[config.mk]
export PLATFORM = sky130hd
export DESIGN_NAME = eth_tx_sched
export DESIGN_NICKNAME = d
export VERILOG_FILES = /design/src/rtl/eth_pkg.sv /design/src/rtl/eth_arp_pend_buf.sv /design/src/rtl/eth_tx_sched.sv
export SDC_FILE = /design/constraint.sdc
export NUM_CORES = 1
export LEC_CHECK = 0
export BUFFER_PORTS_ARGS = -buffer_cell sky130_fd_sc_hd__buf_2
export CAP_MARGIN = 40
export CORE_ASPECT_RATIO = 1.25
export CORE_MARGIN = 1.5
export CORE_UTILIZATION = 43
export CTS_BUF_LIST = sky130_fd_sc_hd__clkbuf_16
export DETAILED_ROUTE_END_ITERATION = 10
export HOLD_SLACK_MARGIN = 0.08
export PLACE_DENSITY = 0.83
export SYNTH_ARGS = -nofsm -noshare
export SYNTH_HDL_FRONTEND = slang
export SYNTH_SLANG_ARGS = --single-unit
[constraint.sdc]
create_clock -name clk -period 5.28 [get_ports clk]
set_input_delay 0.528 -clock clk [delete_from_list [all_inputs] [get_ports clk]]
set_output_delay 0.528 -clock clk [all_outputs]
set_load 0.01 [all_outputs]
[src/rtl/eth_pkg.sv]
`default_nettype none
// +-----------------------------------------------------------------------------+
// | eth_pkg : shared Ethernet packet-type, transmit-kind and ethertype defs     |
// | Revision: 1.0                                                               |
// +-----------------------------------------------------------------------------+
package eth_pkg;

    typedef enum logic [1:0] {
        PKT_NONE     = 2'd0,
        PKT_ARP_REQ  = 2'd1,
        PKT_ARP_RESP = 2'd2,
        PKT_UDP      = 2'd3
    } pkt_type_e;

    typedef enum logic {
        TX_ARP = 1'b0,
        TX_UDP = 1'b1
    } tx_kind_e;

    localparam logic [15:0] c_ETHERTYPE_IPV4 = 16'h0800;
    localparam logic [15:0] c_ETHERTYPE_ARP  = 16'h0806;

endpackage
`default_nettype wire

[src/rtl/eth_arp_pend_buf.sv]
`default_nettype none
// +-----------------------------------------------------------------------------+
// | eth_arp_pend_buf : one-deep pending ARP reply buffer with overwrite count   |
// | Revision: 1.0                                                               |
// +-----------------------------------------------------------------------------+
module eth_arp_pend_buf
    import eth_pkg::*;
(
    input  logic        clk,
    input  logic        rst,
    input  logic [31:0] self_ip,
    input  logic [1:0]  pkt_type,
    input  logic [47:0] sha,
    input  logic [31:0] spa,
    input  logic [31:0] tpa,
    input  logic        consume,
    output logic        pend,
    output logic [47:0] pend_sha,
    output logic [31:0] pend_spa,
    output logic [7:0]  drop_cnt
);

    logic w_capture;

    assign w_capture = (pkt_type == PKT_ARP_REQ) && (tpa == self_ip);

    // A capture in the same cycle as a consume refills the buffer without counting a drop.
    always_ff @(posedge clk or posedge rst) begin
        if (rst) begin
            pend     <= 1'b0;
            pend_sha <= '0;
            pend_spa <= '0;
            drop_cnt <= '0;
        end else begin
            if (w_capture) begin
                pend     <= 1'b1;
                pend_sha <= sha;
                pend_spa <= spa;
                if (pend && !consume && (drop_cnt != 8'hFF)) begin
                    drop_cnt <= drop_cnt + 8'd1;
                end
            end else if (consume) begin
                pend <= 1'b0;
            end
        end
    end

endmodule
`default_nettype wire

[src/rtl/eth_tx_sched.sv]
`default_nettype none
// +-----------------------------------------------------------------------------+
// | eth_tx_sched : round-robin scheduler of the Ethernet TX engine (ARP / UDP)  |
// | Revision: 1.0                                                               |
// +-----------------------------------------------------------------------------+
module eth_tx_sched
    import eth_pkg::*;
#(
    parameter int IFG_CYCLES = 12,
    parameter int TX_TIMEOUT = 4096,
    parameter int CNT_W      = 13
) (
    input  logic        clk,
    input  logic        rst,
    input  logic [31:0] i_self_ip,
    input  logic [1:0]  i_pkt_type,
    input  logic [47:0] i_SHA,
    input  logic [31:0] i_SPA,
    input  logic [31:0] i_TPA,
    input  logic        i_udp_req,
    output logic        o_udp_gnt,
    output logic        o_tx_start,
    output logic        o_tx_kind,
    output logic [47:0] o_arp_tha,
    output logic [31:0] o_arp_tpa,
    input  logic        i_tx_done,
    output logic        o_arp_pend,
    output logic [7:0]  o_arp_drop,
    output logic        o_timeout
);

    typedef enum logic [1:0] {
        S_IDLE  = 2'd0,
        S_START = 2'd1,
        S_BUSY  = 2'd2,
        S_GAP   = 2'd3
    } state_e;

    state_e           r_state, w_state_next;
    logic [CNT_W-1:0] r_cnt, w_cnt_next;
    tx_kind_e         r_last, w_last_next;
    tx_kind_e         r_kind, w_kind_next;
    logic             r_udp_gnt, w_udp_gnt_next;
    logic [47:0]      r_tha, w_tha_next;
    logic [31:0]      r_tpa, w_tpa_next;
    logic             r_timeout, w_timeout_next;

    logic             w_consume;
    logic             w_pend;
    logic [47:0]      w_pend_sha;
    logic [31:0]      w_pend_spa;
    logic             w_end_frame;
    logic             w_expire;

    eth_arp_pend_buf u_pend_buf (
        .clk      (clk),
        .rst      (rst),
        .self_ip  (i_self_ip),
        .pkt_type (i_pkt_type),
        .sha      (i_SHA),
        .spa      (i_SPA),
        .tpa      (i_TPA),
        .consume  (w_consume),
        .pend     (w_pend),
        .pend_sha (w_pend_sha),
        .pend_spa (w_pend_spa),
        .drop_cnt (o_arp_drop)
    );

    // Counter is cleared leaving START, so it reaches TX_TIMEOUT-1 on the edge that flags the timeout.
    assign w_expire    = (r_cnt == CNT_W'(TX_TIMEOUT - 2));
    assign w_end_frame = i_tx_done || w_expire;

    always_comb begin
        w_state_next   = r_state;
        w_cnt_next     = r_cnt;
        w_last_next    = r_last;
        w_kind_next    = r_kind;
        w_udp_gnt_next = r_udp_gnt;
        w_tha_next     = r_tha;
        w_tpa_next     = r_tpa;
        w_timeout_next = r_timeout;
        w_consume      = 1'b0;
        case (r_state)
            S_IDLE: begin
                if (w_pend && (!i_udp_req || (r_last == TX_UDP))) begin
                    w_consume    = 1'b1;
                    w_tha_next   = w_pend_sha;
                    w_tpa_next   = w_pend_spa;
                    w_kind_next  = TX_ARP;
                    w_state_next = S_START;
                end else if (i_udp_req) begin
                    w_udp_gnt_next = 1'b1;
                    w_kind_next    = TX_UDP;
                    w_state_next   = S_START;
                end
            end
            S_START: begin
                w_cnt_next   = '0;
                w_state_next = S_BUSY;
            end
            S_BUSY: begin
                if (w_end_frame) begin
                    if (!i_tx_done) begin
                        w_timeout_next = 1'b1;
                    end
                    w_udp_gnt_next = 1'b0;
                    w_last_next    = r_kind;
                    w_cnt_next     = '0;
                    w_state_next   = S_GAP;
                end else begin
                    w_cnt_next = r_cnt + CNT_W'(1);
                end
            end
            S_GAP: begin
                if (r_cnt == CNT_W'(IFG_CYCLES - 1)) begin
                    w_state_next = S_IDLE;
                end else begin
                    w_cnt_next = r_cnt + CNT_W'(1);
                end
            end
            default: w_state_next = S_IDLE;
        endcase
    end

    always_ff @(posedge clk or posedge rst) begin
        if (rst) begin
            r_state   <= S_IDLE;
            r_cnt     <= '0;
            r_last    <= TX_UDP;
            r_kind    <= TX_ARP;
            r_udp_gnt <= 1'b0;
            r_tha     <= '0;
            r_tpa     <= '0;
            r_timeout <= 1'b0;
        end else begin
            r_state   <= w_state_next;
            r_cnt     <= w_cnt_next;
            r_last    <= w_last_next;
            r_kind    <= w_kind_next;
            r_udp_gnt <= w_udp_gnt_next;
            r_tha     <= w_tha_next;
            r_tpa     <= w_tpa_next;
            r_timeout <= w_timeout_next;
        end
    end

    assign o_tx_start = (r_state == S_START);
    assign o_tx_kind  = r_kind;
    assign o_udp_gnt  = r_udp_gnt;
    assign o_arp_tha  = r_tha;
    assign o_arp_tpa  = r_tpa;
    assign o_arp_pend = w_pend;
    assign o_timeout  = r_timeout;

endmodule
`default_nettype wire

# Word level (Yosys, flattened, before mapping)

Index checks and enable logic that the tools add are counted.

Word-level logic and storage cells: 67
Output and inout bits: 93
Flip-flop bits (word level): 188

Reduce and logical (&&, ||, !) cells: 21
Bitwise logic cells: 1
Eq/ne operators: 14
Add/subtract/negate cells: 2
Mux-type cells: 17

Operators by type and width:

| cell                  | count |
|---|---|
| $pmux 13 s3           | 1 |
| $eq 32x32->1          | 1 |
| $mux 13               | 2 |
| $add 13x1->13 const B | 1 |
| $eq 13x12->1 const B  | 1 |
| $eq 13x4->1 const B   | 1 |
| $ne 2x2->1 const B    | 5 |
| $reduce_and 2->1      | 5 |
| $add 8x1->8 const B   | 1 |
| $mux 1                | 8 |
| $mux 2                | 4 |
| $ne 8x8->1 const B    | 1 |
| $pmux 2 s4            | 1 |
| $reduce_and 3->1      | 2 |
| $reduce_bool 2->1     | 3 |
| $eq 2x1->1 const B    | 2 |
| $eq 2x2->1 const B    | 2 |
| $logic_and 1x1->1     | 4 |
| $reduce_and 4->1      | 1 |
| $ne 3x3->1 const B    | 1 |
| $reduce_bool 3->1     | 1 |
| $logic_not 1->1       | 2 |
| $logic_not 2->1       | 1 |
| $logic_or 1x1->1      | 2 |
| other kinds (2)       | 2 |

# Longest topological paths before layout

Gate-level depths: netlist (run 1).

Word-level depth: 9
Gate-level depth with buffers: 8
Mapped depth without buffers: 8

# Modules after synthesis

A second synthesis (run 1) with hierarchy kept.

Cells, all modules: 700
Area, all modules: 7,788.7 um^2

By module, submodules not included:

| module           | area an instance (um^2) | instances | seq. area each (um^2) | cells each |
|---|---|---|---|---|
| eth_tx_sched     | 4,067.7                 | 1         | 2,478.6               | 448 |
| eth_arp_pend_buf | 3,721.1                 | 1         | 2,227.1               | 252 |

# Worst setup path before layout (run 1)

OpenSTA, ideal clock, no wires.

Kind: input to register
From: in i_self_ip[22]
To: reg u_pend_buf.pend_sha[0]
Buffers on the path: 2
Stages on the path: 7
Required time: 5.155 ns
Data arrival time: 2.246 ns
Slack: 2.908 ns
Cells stage by stage: xnor2_1 -> nand4_1 -> or4_4 -> or3_4 -> buf_12 -> buf_12 -> mux2_4

Word-level cells in the longest chain between the ends: 2

RTL lines:

| what                 | RTL line               | source |
|---|---|---|
| from (decl)          | eth_tx_sched.sv:15     | `input logic [31:0] i_self_ip,` |
| $eq 32x32->1         | eth_arp_pend_buf.sv:25 | `assign w_capture = (pkt_type == PKT_ARP_REQ) && (tpa == self_ip);` |
| $logic_and 1x1->1    | eth_arp_pend_buf.sv:25 |  |
| to (signal assigned) | eth_arp_pend_buf.sv:31 | `pend_sha <= '0;` |
| to (signal assigned) | eth_arp_pend_buf.sv:37 | `pend_sha <= sha;` |
| to (decl)            | eth_arp_pend_buf.sv:18 | `output logic [47:0] pend_sha,` |

No other way between the ends.
A chain may end at the register's enable or synchronous reset.

# Worst setup path in the final report (run 1)

From: reg r_state[0]
To: reg r_tha[16] (netlist: o_arp_tha[16])

Word-level cells in the longest chain between the ends: 2

RTL lines:

| what                       | RTL line            | source |
|---|---|---|
| from (decl)                | eth_tx_sched.sv:39  | `state_e r_state, w_state_next;` |
| from (signal assigned)     | eth_tx_sched.sv:137 | `r_state <= w_state_next;` |
| $logic_not 2->1            | eth_tx_sched.sv:84  | `case (r_state)` |
| $reduce_and 2->1 (no line) | n/a                 |  |
| to (signal assigned)       | eth_tx_sched.sv:142 | `r_tha <= w_tha_next;` |
| to (decl)                  | eth_tx_sched.sv:44  | `logic [47:0] r_tha, w_tha_next;` |

No other way between the ends.

==> metrics, run 1 <==
status completed; Reg-to-Reg Start r_state[0]; Cells after DPL 1143; synthesized area 0.00815 mm^2; initial core utilization about 44%; Root Buffer clkbuf_16; GRT Overall Usage 18.6%; CP endpoint kind flop; post-synthesis register bit count 188; antenna violations before repair 0; row count between 50 and 60; CP arrival approximately 3.0 ns; DIE AREA 0.0198 mm^2; TNS Setup 0 ns; Layout Cells excl Fill 1177; max-slew violation count 0; Int Pwr 2240 uW; Critical Path Max Stage Delay 0.64 ns; Fillers roughly 1600; synthesis-to-finish area growth 23.4%; Clock Latency Late Sink 0.41 ns; highest achievable clock rate 380 MHz; most frequent cells in the layout nand2_1, buf_2, dfrtp_1, mux2_4, xor2_1; router iterations before antenna repair 8; clock net sink count 188; busiest grt layer met2; drt initial violations 231; Crit Path Class reg2reg; cts hold-fix bufs 0; Die Ht 157 um; Worst Tran Pin Value 1.08 ns; Crit path buffers/inverters 4; delay-heaviest family, CP buffers and inverters; Worst Skew 0.00879 ns; max-capacitance violation count 0; sequential fraction of the synthesis area 57.7%; routability cong. 0.803; postcts setup bufs 0; cell count after synthesis 691; Final #Nets around 1100; Final min period 2.63 ns; Buffers on Ports 242; Net Switching 747 uW; Clk network pwr share 40.9%; Bufs on Longest Clock Path 2; final count of hold timing violations 0; Avg Cell Area, Syn 11.8 um^2; vias in the first global route a little under 6000; htree depth 4; post-DP HPWL 12700 um; crit-path max FO 65; Worst EP required 5.64 ns; CP max stage cell buf_4; post-DR vias/cell 4.86; Global Route met1 Usage a little over a fifth; die width 126 um; final worst-path cycle share 49.9%; Gates resized, CTS repair 0; leakage 0.00586 uW; Final ANT Viol Nets 0; DRT Wirelength 18100 um; met2 Track Usage GR 33.2%; Crit. Startpoint r_state[0]; final setup vio count 0; Placed Area 0.00948 mm^2; Switching Share between 20% and 30%; post-route DRC violation count 0; post-DR wirelength/cell approximately 15 um; Power Total 2990 uW; first-pass GRT wire length 28600 um; Relative slew margins 27.9%; CTS tree built; CORE AREA ~0.019 mm^2; commonest non-fill, non-tap cell in the layout nand2_1; IO Pins around 240; RSZ-0062 raised after global routing false; sequential cell fraction of total power 49.6%; VDD IR max 0.232 mV; largest net degree at the start of global routing 189; Gate power share 9.4%; Clock Pin Slew Worst Setup and Hold Paths 0.07 ns; cell breakdown of the critical path inv_1 > ha_1 > o211ai_1 > buf_4 > inv_2 > buf_4 > nand2_1 > nand2_1; crit path launch type flop; share of layout cells above drive strength 1 39.0%; Finished Cell Area around 0.010 mm^2; Ys Warns 0; routed vias 5718; met3 Usage GRT under 10%; total gr overflow 0; syn_nets ~850; Distinct cells, synth 38; Power Density 297 mW/mm^2; Hold Path Class in2async; total CTS buffers 17
power by group through the flow:
stage	clock network, uW	registers (uW)	logic [uW]
2_1_floorplan	0	1510	173
3_3_place_gp	0	1510	277
3_5_place_dp	0	1510	285
4_1_cts	1260	1480	286
5_1_grt	1320	1490	319
6_report	1220	1480	282
Yosys cell counts:
cell type | count | area (um^2)
nand3b_1 | 1 | 7.51
or3_4 | 1 | 11.3
nor4_1 | 7 | 43.8
xor2_1 | 27 | 236
nor4bb_1 | 1 | 10.0
mux2_2 | 3 | 33.8
xnor2_1 | 22 | 193
a22o_1 | 1 | 8.76
o211ai_1 | 2 | 15.0
o21ai_0 | 3 | 15.0
nor2_2 | 1 | 6.26
nand2_1 | 254 | 953
a31o_2 | 1 | 8.76
clkbuf_1 | 19 | 71.3
and3_1 | 2 | 12.5
o22ai_1 | 1 | 6.26
inv_1 | 7 | 26.3
nor2_1 | 14 | 52.6
dfstp_2 | 1 | 26.3
nand3_1 | 10 | 50.1
nor4_4 | 1 | 21.3
ha_1 | 8 | 100
nor3_1 | 3 | 15.0
and4_1 | 1 | 8.76
a21oi_1 | 3 | 15.0
a41oi_1 | 1 | 8.76
or4_4 | 1 | 11.3
nand4_1 | 11 | 68.8
o32a_1 | 1 | 10.0
a31oi_1 | 1 | 6.26
mux2_4 | 78 | 1170
dfrtp_1 | 187 | 4680
nor2b_1 | 1 | 6.26
buf_12 | 9 | 180
nor4b_1 | 2 | 17.5
mux2_1 | 2 | 22.5
a21o_1 | 2 | 15.0
inv_2 | 1 | 3.75
logic make-up (layout without fill, tap and decap cells):
logic type,Yosys count,after routing,synth area share (%)
flip-flops,188,188,57.7
AND/OR/NAND/NOR,311,311,15.9
multiplexers,83,83,15.1
other,0,2,0
XOR/XNOR,49,49,5.27
adder cells (fa/ha/maj),8,8,1.23
AO/OA/AOI/OAI,16,16,1.34
buffers and inverters,36,288,3.45
state kept, by name, summed over array words and instances, names as in the netlist:
signal / cells
o_arp_tha: 48
u_pend_buf.pend_sha: 48
o_arp_tpa: 32
u_pend_buf.pend_spa: 32
r_cnt: 13
u_pend_buf.drop_cnt: 8
r_state: 2
o_timeout: 1
o_tx_kind: 1
o_udp_gnt: 1
r_last: 1
u_pend_buf.pend: 1
worst reg2reg max path, cell delays in order, from the launching register on:
cell and delay (ns):
dfrtp_1 0.42, inv_1 0.12, ha_1 0.23, o211ai_1 0.13
buf_4 0.32, inv_2 0.40, buf_4 0.64, nand2_1 0.23
nand2_1 0.09
area by class of cell:
type                    count  area [um^2]  share of cell area (%)
flip-flops and latches    188         4710                    46.8
multi-input cells         467         3160                    31.4
repair buffers            248         1290                    12.8
clock buffers              17          425                    4.23
well taps                 232          290                    2.89
clock inverters            15          146                    1.46
inverters                   8         33.8                   0.336
diodes                      2         5.00                  0.0498
worst paths after layout:
kind,cells after the start,slack [ns],endpoint
worst max-delay path,8,2.65,o_arp_tha[16]
worst max register to register,8,2.65,o_arp_tha[16]
min in group clk,2,0.33,u_pend_buf.pend_sha[16]
worst min-delay path,3,0.33,o_arp_tpa[24]
max in group asynchronous,3,4.09,r_cnt[1]
worst min register to register,2,0.47,o_arp_tpa[28]
metrics by stage:
stage	utilization [%]	worst slack (ns)	hold slack (ns)
after detailed placement	50.9	2.35	0.456
after global placement	50.7	2.06	0.445
after floorplan	-	2.33	0.435
after CTS	53.9	2.66	0.311
after global routing	53.9	2.42	0.310
final	54.0	2.65	0.329
routing by layer:
| layer | wire (um) | up-vias |
|---|---|---|
| met2 | 9340 | 199 |
| li1 | - | 2732 |
| met3 | 714 | 43 |
| met4 | 629 | 0 |
| met1 | 7390 | 2744 |
| met5 | 0 | - |
(Power assumes the default switching activity.)
==> run 2, diff against run 1 <==
--- a/config.mk
+++ b/config.mk
@@ -5,6 +5,7 @@
 export SDC_FILE = /design/constraint.sdc
 export NUM_CORES = 1
 export LEC_CHECK = 0
+export ABC_AREA = 1
 export BUFFER_PORTS_ARGS = -buffer_cell sky130_fd_sc_hd__buf_2
 export CAP_MARGIN = 40
 export CORE_ASPECT_RATIO = 1.25
@@ -13,7 +14,7 @@
 export CTS_BUF_LIST = sky130_fd_sc_hd__clkbuf_16
 export DETAILED_ROUTE_END_ITERATION = 10
 export HOLD_SLACK_MARGIN = 0.08
-export PLACE_DENSITY = 0.83
+export PLACE_DENSITY = 0.8
 export SYNTH_ARGS = -nofsm -noshare
 export SYNTH_HDL_FRONTEND = slang
 export SYNTH_SLANG_ARGS = --single-unit
==> constraint.sdc (replaced) <==
create_clock -name clk -period 2.45 [get_ports clk]
set_input_delay 0.245 -clock clk [delete_from_list [all_inputs] [get_ports clk]]
set_output_delay 0.245 -clock clk [all_outputs]
set_load 0.01 [all_outputs]
==> run 2 against run 1 <==
Compared with the run above: clock skew up 0.0027 ns; worst setup slack got worse by 2.1 ns; area after synthesis up 7.6%; worst hold slack got worse by 0.23 ns; via count is 46% higher; clock-buffer cell count stayed put; sequential power rose by 120%; global-route usage rose by 4.3 points; register-to-register slack got worse by 2.1 ns; first-iteration DRC count rose by 100%; critical path depth increased by 1; final cell count up 48%; critical endpoint is now r_cnt[2].
==> metrics, run 2 <==
syn_nets 1312 (was 849); pre-CTS WS 0.519 ns (was 2.35 ns); Clock Latency Late Sink 0.42 ns (was 0.41 ns); sequential fraction of the synthesis area 53.7% (was 57.7%); Hold Path Class in2reg (was in2async); flop2flop setup slack 0.53 ns (was 2.65 ns); Worst Tran Pin Value 0.768 ns (was 1.08 ns); DRT Wirelength 23700 um (was 18100 um); Distinct cells, synth 31 (was 38); Ys Warns 0 (unchanged); status completed (unchanged); htree depth 4 (unchanged); busiest grt layer met2 (unchanged); antenna violations before repair 0 (unchanged); Buffers on Ports 242 (unchanged); highest achievable clock rate 520 MHz (was 380 MHz); post-route DRC violation count 0 (unchanged); leading cell types by total area after synthesis dfrtp_1, nand2_1, nand3_1 (was dfrtp_1, mux2_4, nand2_1); IO Pins 243 (unchanged); post-DP HPWL 15800 um (was 12700 um); Crit. Startpoint r_cnt[8] (was r_state[0]); commonest non-fill, non-tap cell in the layout nand2_1 (unchanged); final setup vio count 0 (unchanged); share of layout cells above drive strength 1 20.4% (was 39.0%); Global Route met1 Usage 28.6% (was 21.0%); post-DR wirelength/cell 13.6 um (was 15.4 um); synthesis-to-finish area growth 33.5% (was 23.4%); Final ANT Viol Nets 0 (unchanged); clock net sink count 188 (unchanged); Avg Cell Area, Syn 7.60 um^2 (was 11.8 um^2); Final min period 1.92 ns (was 2.63 ns); Power Total 6740 uW (was 2990 uW); Relative slew margins 48.7% (was 27.9%); Critical Path Max Stage Delay 0.47 ns (was 0.64 ns); Placed Area 0.0103 mm^2 (was 0.00948 mm^2); final worst-path cycle share 78.4% (was 49.9%); total CTS buffers 17 (unchanged); cell count after synthesis 1154 (was 691); ys async rst share 100% (unchanged); Worst Hold Launch i_SHA[1]; met2 Track Usage GR 38.9% (was 33.2%); crit path launch type flop (unchanged); Final #Nets 1622 (was 1088); final count of hold timing violations 0 (unchanged); worst setup path endpoint r_cnt[2] (was o_arp_tha[16]); cell taking the most area after synthesis dfrtp_1 (unchanged); worst r2r path cells 9 (was 8); Worst Skew 0.0115 ns (was 0.00879 ns); Crit Path Class reg2reg (unchanged); vias in the first global route 8186 (was 5956); leakage 0.00703 uW (was 0.00586 uW); ys flop type dfrtp_1 (unchanged); RSZ-0062 raised after global routing false (unchanged); max-slew violation count 0 (unchanged); post-synthesis register bit count 188 (unchanged); Power Density 575 mW/mm^2 (was 297 mW/mm^2); postcts setup bufs 0 (unchanged); CP arrival 2.22 ns (was 2.99 ns); synthesized area 0.00877 mm^2 (was 0.00815 mm^2); row count 58 (was 56); CP endpoint kind flop (unchanged); crit-path max FO 6 (was 65); post-DR vias/cell 4.79 (was 4.86); die width 131 um (was 126 um); largest net degree at the start of global routing 84 (was 189); routability cong. 0.899 (was 0.803); Finished Cell Area 0.0117 mm^2 (was 0.0101 mm^2); Worst EP required 2.75 ns (was 5.64 ns); max-capacitance violation count 0 (unchanged); cell breakdown of the critical path nand2_2 > nor3_2 > nand3_1 > nand2_2 > inv_1 > nand2_2 > nand3_1 > nand2_1 > a21oi_1 (was inv_1 > ha_1 > o211ai_1 > buf_4 > inv_2 > buf_4 > nand2_1 > nand2_1); Reg-to-Reg Start r_cnt[8] (was r_state[0]); Root Buffer clkbuf_16 (unchanged); most instantiated cells after synthesis nand2_1, dfrtp_1, nand3_1 (was nand2_1, dfrtp_1, mux2_4); hold path cells 3; VDD IR max 0.432 mV (was 0.232 mV); Bufs on Longest Clock Path 2 (unchanged); Fillers 1787 (was 1629); most frequent CP cell nand2_2; most frequent cell after synthesis nand2_1 (unchanged); CORE AREA 0.0200 mm^2 (was 0.0186 mm^2); CTS tree built (unchanged); Gates resized, CTS repair 0 (unchanged); Layout Cells excl Fill 1747 (was 1177); CP max stage cell dfrtp_1 (was buf_4); most frequent cells in the layout nand2_1, buf_2, dfrtp_1, nand3_1, inv_1 (was nand2_1, buf_2, dfrtp_1, mux2_4, xor2_1); drt initial violations 462 (was 231); worst setup margin 0.528 ns (was 2.65 ns); GRT Overall Usage 22.9% (was 18.6%); EDFF count, synth 0 (unchanged); initial core utilization 43.8% (was 43.7%); DIE AREA 0.0213 mm^2 (was 0.0198 mm^2); routed vias 8373 (was 5718); met3 Usage GRT 3.94% (was 3.84%); Clock Pin Slew Worst Setup and Hold Paths 0.07 ns (about the same); total gr overflow 0 (unchanged); Cells after DPL 1636 (was 1143); RR Endpoint r_cnt[2] (was o_arp_tha[16]); Synth top area share 53.4% (was 57.4%); router iterations before antenna repair 6 (was 8); first-pass GRT wire length 38600 um (was 28600 um); Die Ht 163 um (was 157 um)
## run 2: changes by cell type after synthesis, moves of 9 or more
cell / change
buf_12: -9
buf_4: +13
xor2_1: -23
mux2_4: -78
inv_1: +80
buf_2: +14
nor2_1: +58
nand4_1: +9
nand3_1: +87
nand2_1: +336
xnor2_1: -18
## run 2: worst max-delay path, delay by kind of cell (launching register included)
family | cells | cell delay, ns
compound gates | 1 | 0.05
flops | 1 | 0.47
simple gates | 7 | 1.17
buf+inv | 1 | 0.11
## run 2: area by class of cell
class | count | area (um^2) | area share [%]
Sequential cell | 188 | 4710 | 40.2
Clock inverter | 14 | 139 | 1.19
Clock buffer | 17 | 425 | 3.63
Multi-Input combinational cell | 833 | 3530 | 30.1
Antenna cell | 1 | 2.50 | 0.0214
Timing Repair Buffer | 335 | 2230 | 19.1
Tap cell | 270 | 338 | 2.89
Inverter | 89 | 338 | 2.89
## run 2: layer usage
| layer | wire length, um | up-vias | part of all wire (%) |
|---|---|---|---|
| li1 | - | 4168 | - |
| met1 | 9840 | 3824 | 41 |
| met2 | 11900 | 317 | 50 |
| met3 | 1160 | 64 | 4.9 |
| met4 | 813 | 0 | 3.4 |
| met5 | 0 | - | 0 |
## run 2: where the power goes
part	leakage (uW)	switching, uW	total, uW	internal (uW)
Clock	0.000282	1230	2660	1430
Combinational	0.00414	521	888	367
Sequential	0.00261	36.3	3190	3150
## run 2: timing repair
action,CTS,global route
hold endpoints to repair,98,0
endpoints found under the setup margin,0,0
hold buffers,79,0
## run 2: stage by stage
step                util [%]  setup TNS [ns]  hold slack, ns
floorplan                  -          -40.14           0.390
global placement        51.7               0           0.403
detailed placement      51.7               0           0.415
CTS                     58.4               0          0.0848
global route            58.4               0           0.107
finish                  58.4               0          0.0990
## run 2: logic make-up after synthesis
kind of cell,after synthesis,share of synthesized area (%)
buffers and inverters,133,6.45
AND/OR/NAND/NOR,798,36.8
XOR/XNOR,8,0.799
flip-flops,188,53.7
AO/OA/AOI/OAI,19,1.16
adder cells (fa/ha/maj),8,1.14
## run 2: worst min path at each step
stage	to	slack [ns]
after floorplan	u_pend_buf.pend_sha[0]	0.39
after global placement	u_pend_buf.pend_spa[12]	0.40
after detailed placement	o_arp_tpa[12]	0.41
after CTS	u_pend_buf.pend_sha[1]	0.08
after global routing	o_timeout	0.11
final	u_pend_buf.pend_sha[1]	0.1
==> run 3, diff against run 2 <==
==> constraint.sdc (replaced) <==
create_clock -name clk -period 1.9 [get_ports clk]
set_input_delay 0.19 -clock clk [delete_from_list [all_inputs] [get_ports clk]]
set_output_delay 0.19 -clock clk [all_outputs]
set_load 0.01 [all_outputs]
==> run 3 against run 2 <==
Compared with the run above: sequential share of layout area fell by 0.32 points; clock skew grew 0.0026 ns; critical path type unchanged; register-to-register slack worse by 0.41 ns; via count up 2.0%.
==> metrics, run 3 (synthesis results as in run 2) <==
Relative slew margins 65.8% (was 48.7%); Layout Cells excl Fill 1757 (was 1747); total CTS buffers 17 (unchanged); crit path launch type flop (unchanged); Int Pwr 6330 uW (was 4940 uW); CP arrival 2.13 ns (was 2.22 ns); router iterations before antenna repair 5 (was 6); RSZ-0062 raised after global routing false (unchanged); status completed (unchanged); drt initial violations 528 (was 462); Worst EP required 2.25 ns (was 2.75 ns); Clock Pin Slew Worst Setup and Hold Paths 0.08 ns (was 0.07 ns); DRT Wirelength 24100 um (was 23700 um); total gr overflow 0 (unchanged); first-pass GRT wire length 38800 um (was 38600 um); Clock Latency Late Sink 0.42 ns (about the same); Die Ht 163 um (unchanged); final worst-path cycle share 93.7% (was 78.4%); CTS tree built (unchanged); Gate power share 13.6% (was 13.2%); sequential cell fraction of total power 47.1% (was 47.3%); Final ANT Viol Nets 0 (unchanged); CORE AREA 0.0200 mm^2 (unchanged); post-route DRC violation count 0 (unchanged); leakage 0.00708 uW (was 0.00703 uW); clock net sink count 188 (unchanged); initial core utilization 43.8% (unchanged); row count 58 (unchanged); VDD IR max 0.645 mV (was 0.432 mV); Fillers 1778 (was 1787); max-capacitance violation count 0 (unchanged); max-slew violation count 0 (unchanged); synthesis-to-finish area growth 34.6% (was 33.5%); CP endpoint kind flop (unchanged); postcts setup bufs 0 (unchanged); highest achievable clock rate 562 MHz (was 520 MHz); antenna violations before repair 0 (unchanged); Clk network pwr share 39.3% (was 39.5%); routability cong. 0.892 (was 0.899); post-route core utilization 58.9% (was 58.4%); Worst Tran Pin Value 0.512 ns (was 0.768 ns); Switching Share 27.5% (was 26.6%); post-DR vias/cell 4.86 (was 4.79); Cells after DPL 1643 (was 1636); largest net degree at the start of global routing 82 (was 84); Crit Path Class reg2reg (unchanged); die width 131 um (unchanged); diodes inserted 0 (was 1); commonest non-fill, non-tap cell in the layout nand2_1 (unchanged); Hold Path Class in2reg (unchanged); post-DP HPWL 15900 um (was 15800 um); DIE AREA 0.0213 mm^2 (unchanged); IO Pins 243 (unchanged); Root Buffer clkbuf_16 (unchanged); most frequent cells in the layout nand2_1, buf_2, dfrtp_1, nand3_1, inv_1 (unchanged); Power Density 740 mW/mm^2 (was 575 mW/mm^2); post-DR wirelength/cell 13.7 um (was 13.6 um); Worst Skew 0.0141 ns (was 0.0115 ns); Final min period 1.78 ns (was 1.92 ns); final setup vio count 0 (unchanged); Net Switching 2400 uW (was 1790 uW); htree depth 4 (unchanged); GRT Overall Usage 23.1% (was 22.9%); Power Total 8730 uW (was 6740 uW); Final #Nets 1632 (was 1622); crit-path max FO 51 (was 6); Bufs on Longest Clock Path 2 (unchanged); Buffers on Ports 242 (unchanged); final count of hold timing violations 0 (unchanged); share of layout cells above drive strength 1 21.0% (was 20.4%); routed vias 8538 (was 8373); vias in the first global route 8286 (was 8186)
==> run 3: area by class of cell <==
cell class | count | area, um^2 | area share, %
flip-flops and latches | 188 | 4710 | 39.9
multi-input cells | 833 | 3540 | 30.0
repair buffers | 345 | 2300 | 19.5
clock buffers | 17 | 425 | 3.61
inverters | 89 | 338 | 2.86
well taps | 270 | 338 | 2.86
clock inverters | 15 | 149 | 1.26
==> run 3: per-layer routing <==
layer | part of all wire, % | track usage [%]
met1 | 41 | 27.1
met2 | 51 | 40.5
met3 | 5.1 | 4.63
met4 | 3.5 | 10.5
met5 | 0 | 0
==> run 3: stage by stage <==
step	hold WS [ns]	worst slack, ns	TNS (ns)	instance area [um^2]
6_report	0.133	0.120	0	11800
5_1_grt	0.159	0.000707	0	11800
4_1_cts	0.107	0.0535	0	11800
3_5_place_dp	0.252	0.0669	0	10400
3_3_place_gp	0.250	0.153	0	10400
2_1_floorplan	0.335	-0.710	-132.81	8770
==> run 3: critical path: stages (launching register included) <==
cell     delay, ns
dfrtp_1       0.40
inv_1         0.13
ha_2          0.26
nand3_4       0.14
inv_2         0.24
buf_12        0.28
nand2_1       0.10
nand2_1       0.11
==> run 3: power by group through the flow <==
stage | Clock, uW | Combinational [uW] | Sequential (uW)
final | 3430 | 1190 | 4110
after global routing | 3680 | 1350 | 4120
after floorplan | 0 | 600 | 4180
after CTS | 3540 | 1170 | 4110
after detailed placement | 0 | 1030 | 4190
after global placement | 0 | 1000 | 4180
==> run 3: final timing paths <==
kind	slack, ns	end	from	cells past startpoint
setup / recovery	0.12	o_arp_tha[35]	r_state[1]	7
hold / removal	0.13	o_tx_kind	i_udp_req	3
setup reg to reg	0.12	o_arp_tha[35]	r_state[1]	7
hold reg to reg	0.47	o_arp_tpa[11]	u_pend_buf.pend_spa[11]	2
max in group asynchronous	0.90	o_arp_tha[39]	rst	4
min in group asynchronous	0.35	u_pend_buf.pend_spa[18]	rst	3
==> run 3: timing repair <==
item                       CTS  global route
hold buffers                82             0
hold endpoints to repair    94             0
setup endpoints to repair    0            41
gates resized for setup      0             4
